--- config.mk ---
export PLATFORM = sky130hd
export DESIGN_NAME = video_in_pack
export DESIGN_NICKNAME = d
export VERILOG_FILES = /design/src/rtl/video_in_pkg.sv /design/src/rtl/video_in_fifo.sv /design/src/rtl/video_in_pack.sv
export SDC_FILE = /design/constraint.sdc
export NUM_CORES = 1
export LEC_CHECK = 0
export ABC_AREA = 1
export ABC_CLOCK_PERIOD_IN_PS = 2600
export CAP_MARGIN = 20
export CORE_MARGIN = 4
export CORE_UTILIZATION = 53
export DETAILED_ROUTE_END_ITERATION = 10
export GPL_ROUTABILITY_DRIVEN = 0
export PLACE_DENSITY = 0.75
export SLEW_MARGIN = 20
export SYNTH_ARGS = -nofsm -noshare
export SYNTH_HDL_FRONTEND = slang
export SYNTH_HIERARCHICAL = 1
export SYNTH_SLANG_ARGS = --single-unit
--- constraint.sdc ---
create_clock -name clk -period 2.6 [get_ports clk]
set_input_delay 0.39 -clock clk [delete_from_list [all_inputs] [get_ports clk]]
set_output_delay 0.39 -clock clk [all_outputs]
set_load 0.05 [all_outputs]
--- src/rtl/video_in_pkg.sv ---
// Shared types and width helpers for the video_in capture front-end.
package video_in_pkg;

  typedef enum logic [1:0] {
    S_WAIT,
    S_VBLANK,
    S_HBLANK,
    S_LINE
  } state_t;

  // Sideband carried with every packed word through the output FIFO.
  typedef struct packed {
    logic sof;
    logic eol;
  } word_tag_t;

  localparam int unsigned DROP_W = 16;

  // Bits needed to hold values 0..max_val.
  function automatic int unsigned cnt_w(input int unsigned max_val);
    return (max_val == 0) ? 1 : $clog2(max_val + 1);
  endfunction

  // Bits needed to address depth entries.
  function automatic int unsigned ptr_w(input int unsigned depth);
    return (depth < 2) ? 1 : $clog2(depth);
  endfunction

endpackage

--- src/rtl/video_in_fifo.sv ---
// Synchronous FIFO with registered full/empty flags and a combinational head.
module video_in_fifo
  import video_in_pkg::*;
#(
  parameter int unsigned WIDTH = 34,
  parameter int unsigned DEPTH = 4
) (
  input  logic             clk,
  input  logic             RST,
  input  logic             push,
  input  logic [WIDTH-1:0] push_data,
  input  logic             pop,
  output logic [WIDTH-1:0] head,
  output logic             full,
  output logic             empty
);

  localparam int unsigned AW = ptr_w(DEPTH);
  localparam int unsigned CW = cnt_w(DEPTH);

  logic [WIDTH-1:0] mem [DEPTH];
  logic [AW-1:0]    wr_ptr;
  logic [AW-1:0]    rd_ptr;
  logic [CW-1:0]    count;
  logic [CW-1:0]    count_nxt;
  logic             do_push;
  logic             do_pop;

  // A push into a full FIFO is accepted only when a pop frees the slot in the same cycle.
  always_comb begin
    do_pop    = pop && !empty;
    do_push   = push && (!full || do_pop);
    count_nxt = count;
    if (do_push && !do_pop)
      count_nxt = count + 1'b1;
    else if (!do_push && do_pop)
      count_nxt = count - 1'b1;
  end

  always_ff @(posedge clk) begin
    if (RST) begin
      wr_ptr <= '0;
      rd_ptr <= '0;
      count  <= '0;
      full   <= 1'b0;
      empty  <= 1'b1;
    end else begin
      if (do_push)
        wr_ptr <= wr_ptr + 1'b1;
      if (do_pop)
        rd_ptr <= rd_ptr + 1'b1;
      count <= count_nxt;
      full  <= (count_nxt == CW'(DEPTH));
      empty <= (count_nxt == '0);
    end
  end

  always_ff @(posedge clk) begin
    if (do_push)
      mem[wr_ptr] <= push_data;
  end

  assign head = mem[rd_ptr];

endmodule

--- src/rtl/video_in_pack.sv ---
// Video capture front-end: frame/line geometry checking, pixel packing and
// buffered ready/valid output with sof/eol sideband and dropped-word count.
module video_in_pack
  import video_in_pkg::*;
#(
  parameter int unsigned P_WIDTH      = 640,
  parameter int unsigned P_HEIGHT     = 480,
  parameter int unsigned PIX_W        = 8,
  parameter int unsigned PIX_PER_WORD = 4,
  parameter int unsigned FIFO_DEPTH   = 4
) (
  input  logic                          clk,
  input  logic                          RST,
  input  logic                          pix_en,
  input  logic                          frame_valid,
  input  logic                          line_valid,
  input  logic [PIX_W-1:0]              pixel_in,
  output logic                          out_valid,
  input  logic                          out_ready,
  output logic [PIX_W*PIX_PER_WORD-1:0] out_data,
  output logic                          out_sof,
  output logic                          out_eol,
  output logic                          err_line_long,
  output logic                          err_line_short,
  output logic                          err_frame_short,
  output logic                          err_frame_long,
  output logic [DROP_W-1:0]             drop_cnt
);

  localparam int unsigned DW = PIX_W * PIX_PER_WORD;
  localparam int unsigned CW = cnt_w(P_WIDTH);
  localparam int unsigned RW = cnt_w(P_HEIGHT);
  localparam int unsigned LW = cnt_w(PIX_PER_WORD - 1);

  typedef struct packed {
    word_tag_t       tag;
    logic [DW-1:0]   data;
  } fifo_entry_t;

  state_t        state;
  logic [CW-1:0] col;
  logic [RW-1:0] row;
  logic [LW-1:0] lane;
  logic [DW-1:0] pack_q;
  logic [DW-1:0] pack_nxt;
  logic          push_q;
  fifo_entry_t   push_entry;
  fifo_entry_t   head_entry;
  logic          fifo_full;
  logic          fifo_empty;
  logic          do_cap;
  logic          word_done;
  logic [CW-1:0] cap_col;
  logic [LW-1:0] cap_lane;
  logic [RW-1:0] cap_row;
  logic          drop;

  // Outside a line the capture position is the start of a line, whatever col/lane hold.
  always_comb begin
    cap_col  = (state == S_LINE) ? col : '0;
    cap_lane = (state == S_LINE) ? lane : '0;
    cap_row  = (state == S_VBLANK) ? '0 : row;
    do_cap   = 1'b0;
    if (pix_en && frame_valid && line_valid) begin
      case (state)
        S_VBLANK: do_cap = 1'b1;
        S_HBLANK: do_cap = (row < RW'(P_HEIGHT));
        S_LINE:   do_cap = (col < CW'(P_WIDTH));
        default:  do_cap = 1'b0;
      endcase
    end
    word_done = (cap_lane == LW'(PIX_PER_WORD - 1));
    pack_nxt  = pack_q;
    for (int unsigned i = 0; i < PIX_PER_WORD; i++)
      if (LW'(i) == cap_lane)
        pack_nxt[DW-1-i*PIX_W -: PIX_W] = pixel_in;
  end

  always_ff @(posedge clk) begin
    if (RST) begin
      state           <= S_WAIT;
      col             <= '0;
      row             <= '0;
      lane            <= '0;
      pack_q          <= '0;
      push_q          <= 1'b0;
      push_entry      <= '0;
      err_line_long   <= 1'b0;
      err_line_short  <= 1'b0;
      err_frame_short <= 1'b0;
      err_frame_long  <= 1'b0;
    end else begin
      push_q          <= 1'b0;
      err_line_long   <= 1'b0;
      err_line_short  <= 1'b0;
      err_frame_short <= 1'b0;
      err_frame_long  <= 1'b0;
      if (do_cap) begin
        pack_q <= pack_nxt;
        col    <= cap_col + 1'b1;
        lane   <= word_done ? '0 : cap_lane + 1'b1;
        if (word_done) begin
          push_q              <= 1'b1;
          push_entry.data     <= pack_nxt;
          push_entry.tag.sof  <= (cap_row == '0) && (cap_col == CW'(PIX_PER_WORD - 1));
          push_entry.tag.eol  <= (cap_col == CW'(P_WIDTH - 1));
        end
      end
      if (pix_en) begin
        case (state)
          S_WAIT:
            if (!frame_valid && !line_valid)
              state <= S_VBLANK;
          S_VBLANK:
            if (frame_valid) begin
              row   <= '0;
              state <= line_valid ? S_LINE : S_HBLANK;
            end
          S_HBLANK:
            if (frame_valid && line_valid) begin
              if (row < RW'(P_HEIGHT)) begin
                state <= S_LINE;
              end else begin
                err_frame_long <= 1'b1;
                state          <= S_WAIT;
              end
            end else if (!frame_valid) begin
              err_frame_short <= (row != RW'(P_HEIGHT));
              state           <= S_VBLANK;
            end
          S_LINE:
            if (frame_valid && line_valid) begin
              if (col == CW'(P_WIDTH)) begin
                err_line_long <= 1'b1;
                state         <= S_WAIT;
              end
            end else if (frame_valid) begin
              if (col == CW'(P_WIDTH)) begin
                row   <= row + 1'b1;
                col   <= '0;
                state <= S_HBLANK;
              end else begin
                err_line_short <= 1'b1;
                state          <= S_WAIT;
              end
            end else begin
              err_line_short <= 1'b1;
              state          <= S_VBLANK;
            end
          default: state <= S_WAIT;
        endcase
      end
    end
  end

  video_in_fifo #(
    .WIDTH ($bits(fifo_entry_t)),
    .DEPTH (FIFO_DEPTH)
  ) u_fifo (
    .clk       (clk),
    .RST       (RST),
    .push      (push_q),
    .push_data (push_entry),
    .pop       (out_ready),
    .head      (head_entry),
    .full      (fifo_full),
    .empty     (fifo_empty)
  );

  assign out_valid = !fifo_empty;
  assign out_data  = out_valid ? head_entry.data : '0;
  assign out_sof   = out_valid && head_entry.tag.sof;
  assign out_eol   = out_valid && head_entry.tag.eol;

  assign drop = push_q && fifo_full && !(out_ready && out_valid);

  always_ff @(posedge clk) begin
    if (RST)
      drop_cnt <= '0;
    else if (drop && (drop_cnt != '1))
      drop_cnt <= drop_cnt + 1'b1;
  end

endmodule

==> results.sh <==
export IMPL_fin_crit_ns=2.44
export IMPL_ys_seq_area_share_pct=59.6
export IMPL_worstSetupEndpointType="primary output"
export IMPL_cts_root_buffer="clkbuf_16"
export IMPL_p_leak_nw=4.78
export IMPL_ys_types=38
export IMPL_final_nets=1260
export IMPL_hp_start="pack_q[26]"
export IMPL_use_met2_pct=34.3
export IMPL_cts_buffers=25
export IMPL_grt_max_degree=69
export IMPL_yosysTopAreaCell="edfxtp_1"
export IMPL_dpl_instance_area_um2=11500
export IMPL_core_um2=19600
export IMPL_syn_to_final_growth_pct=17.0
export IMPL_die_w_um=150
export IMPL_die_area_um2=22400
export IMPL_path_max_fanout=21
export IMPL_first_global_vias=7431
export IMPL_track_usage_pct=20.1
export IMPL_stdcell_count=1516
export IMPL_hold_path_class="flop to flop"
export IMPL_synth_nets=1198
export IMPL_antenna_found_initial=0
export IMPL_rsz0062_at_grt="false"
export IMPL_clock_insertion_delay_worst_skew_ns=0.54
export IMPL_cp_arrival_ns=2.05
export IMPL_avgSynthCellArea_um2=9.10
export IMPL_synth_top_area_share_pct=38.4
export IMPL_hold_violations=0
export IMPL_fmaxAchievable_mhz=410
export IMPL_clock_path_buffers=3
export IMPL_remaining_drc_errors=0
export IMPL_ys_flop_type="edfxtp_1"
export IMPL_final_max_slew_violation_count=0
export IMPL_diodes=0
export IMPL_viasPerCell=5.24
export IMPL_status="completed"
export IMPL_cts_tree="built"
export IMPL_max_slew_margin_pct=51.7
export IMPL_netlist_area_um2=10600
export IMPL_busiest_layer="met2"
export IMPL_required_ns=2.21
export IMPL_final_setup_tns_ns=0
export IMPL_grtUsageMet1_pct=27.0
export IMPL_worst_pin_slew_ns=0.722
export IMPL_synthArstFlopShare_pct=0
export IMPL_cts_htree_levels=1
export IMPL_routed_wl_mm=22.5
export IMPL_dr_total_vias=7951
export IMPL_yosys_register_bits=249
export IMPL_setup_viol=0
export IMPL_rr_startpoint="state[0]"
export IMPL_syn_inst=1170
export IMPL_maxCapViolations=0
export IMPL_port_buffers=68
export IMPL_r2r_slack_ns=0.45
export IMPL_cts_sinks=249
export IMPL_yosys_top_cells_area="edfxtp_1 38%, dfxtp_1 21%, nand2_1 6.9%"
export IMPL_grt_overflow=0
export IMPL_synth_edf_count=136
export IMPL_dp_hpwl_mm=14.6
export IMPL_irDropWorstVdd_uv=561
export IMPL_period_share_pct=93.7
export IMPL_start_kind="flop"
export IMPL_ant_nets=0
export IMPL_fin_skew_ns=0.0225
export IMPL_layout_drive_gt1_share_pct=10.1
export IMPL_dr_pass1_iters=5
export IMPL_die_y_um=150
export IMPL_dp_cells=1470
export IMPL_final_area_um2=12500
export IMPL_ys_warn_count=6
export IMPL_drt_iter0_drc=573
export IMPL_clk_pin_slew_ns=0.06
export IMPL_row_count=51
export IMPL_start_util_pct=54.3
export IMPL_fillCellCount=1585
export IMPL_worstSetupPathType="flop to primary output"
export IMPL_powerDensity_nw_per_um2=728
export IMPL_grt_pass1_wl_mm=36.7
export IMPL_use_met3_pct=2.88
export IMPL_num_io_pins=69
export IMPL_wl_per_cell_um=14.9
area by class of cell:
class	count	area, µm²	share of cell area, %
sequential	249	6350	51.0
timing repair buffer	89	825	6.62
tap	265	332	2.66
inverter	133	502	4.03
clock inverter	11	171	1.38
multi-input combinational	734	3550	28.5
clock buffer	35	723	5.81
synthesized netlist by cell type (3+ instances only):
library cell    n
buf_4           7
nand2_1       196
nand4_1         6
inv_1         127
nand3_1        33
nor2_1        179
o21a_1         12
a21oi_1        59
nand2_2         5
xnor2_1         3
o22ai_1        34
nor2_2          4
nor3_1         14
buf_6           3
buf_2          16
inv_2           5
dfxtp_1       113
clkbuf_1       24
buf_1           3
edfxtp_1      136
ha_1           14
xor2_1         11
o21ai_1        10
o21ai_0       138
metal layers:
layer | up-vias | share of wire (%)
met5 | - | 0
met4 | 0 | 2.7
met3 | 48 | 4.1
met2 | 195 | 48
met1 | 3698 | 45
li1 | 4010 | -
logic make-up (layout without fill, tap and decap cells):
kind of cell | Yosys count | in the layout | synth area share (%)
XOR/XNOR | 14 | 14 | 1.15
AO/OA/AOI/OAI | 259 | 259 | 13.1
adder cells (fa/ha/maj) | 14 | 14 | 1.65
flip-flops | 249 | 249 | 59.6
buffers and inverters | 187 | 268 | 7.28
AND/OR/NAND/NOR | 447 | 447 | 17.2
timing repair:
| item | in CTS | in global routing |
|---|---|---|
| cloned | 0 | 0 |
| setup buffers | 0 | 0 |
| resized for setup | 1 | 3 |
| setup endpoints to repair | 34 | 23 |
| pin swaps | 0 | 0 |
| hold buffers | 0 | 0 |
final timing paths:
check / endpoint / depth (start not counted)
max: out_data[19] / 6
min: pack_q[26] / 2
max reg2reg: pack_q[27] / 7
min reg2reg: pack_q[26] / 2
through the flow:
| step | power (mW) | worst slack, ns | util, % | hold WS (ns) |
|---|---|---|---|---|
| after floorplan | 5.07 | 0.0177 | - | 0.424 |
| after global placement | 5.31 | 0.318 | 59.0 | 0.432 |
| after detailed placement | 5.33 | 0.286 | 59.0 | 0.441 |
| after CTS | 9.14 | 0.0289 | 63.5 | 0.448 |
| after global routing | 9.44 | 0.00158 | 63.6 | 0.470 |
| final | 9.07 | 0.163 | 63.6 | 0.449 |
critical path, cell delays in order, from the launching register on:
cell     delay [ns]
dfxtp_2        0.59
buf_4          0.23
o21ai_0        0.11
o22ai_1        0.18
inv_1          0.07
nor2_1         0.10
buf_4          0.21
power by group:
part           internal [mW]  leakage [nW]  switching [mW]
clock                   2.35         0.440            1.47
sequential              4.15          2.32          0.0441
combinational          0.316          2.02           0.740
cell usage in the layout (no fill, tap or decap), types with 14 or more instances in the layout:
cell type	netlist	layout
nand2_1	196	196
nor2_1	179	175
o21ai_0	138	138
edfxtp_1	136	136
inv_1	127	127
dfxtp_1	113	111
a21oi_1	59	59
buf_4	7	49
o22ai_1	34	34
nand3_1	33	33
clkdlybuf4s50_1	0	33
clkbuf_16	0	25
nor3_1	14	14
ha_1	14	14
registers in the layout, indices dropped and copies added (netlist names), named ones only:
name,cells
u_fifo/mem,136
push_entry,34
pack_q,24
drop_cnt,16
col,10
row,9
u_fifo/count,3
lane,2
state,2
u_fifo/rd_ptr,2
u_fifo/wr_ptr,2
err_frame_long,1
err_frame_short,1
err_line_long,1
err_line_short,1
push_q,1
u_fifo/empty,1
u_fifo/full,1
(Power assumes the default switching activity.)
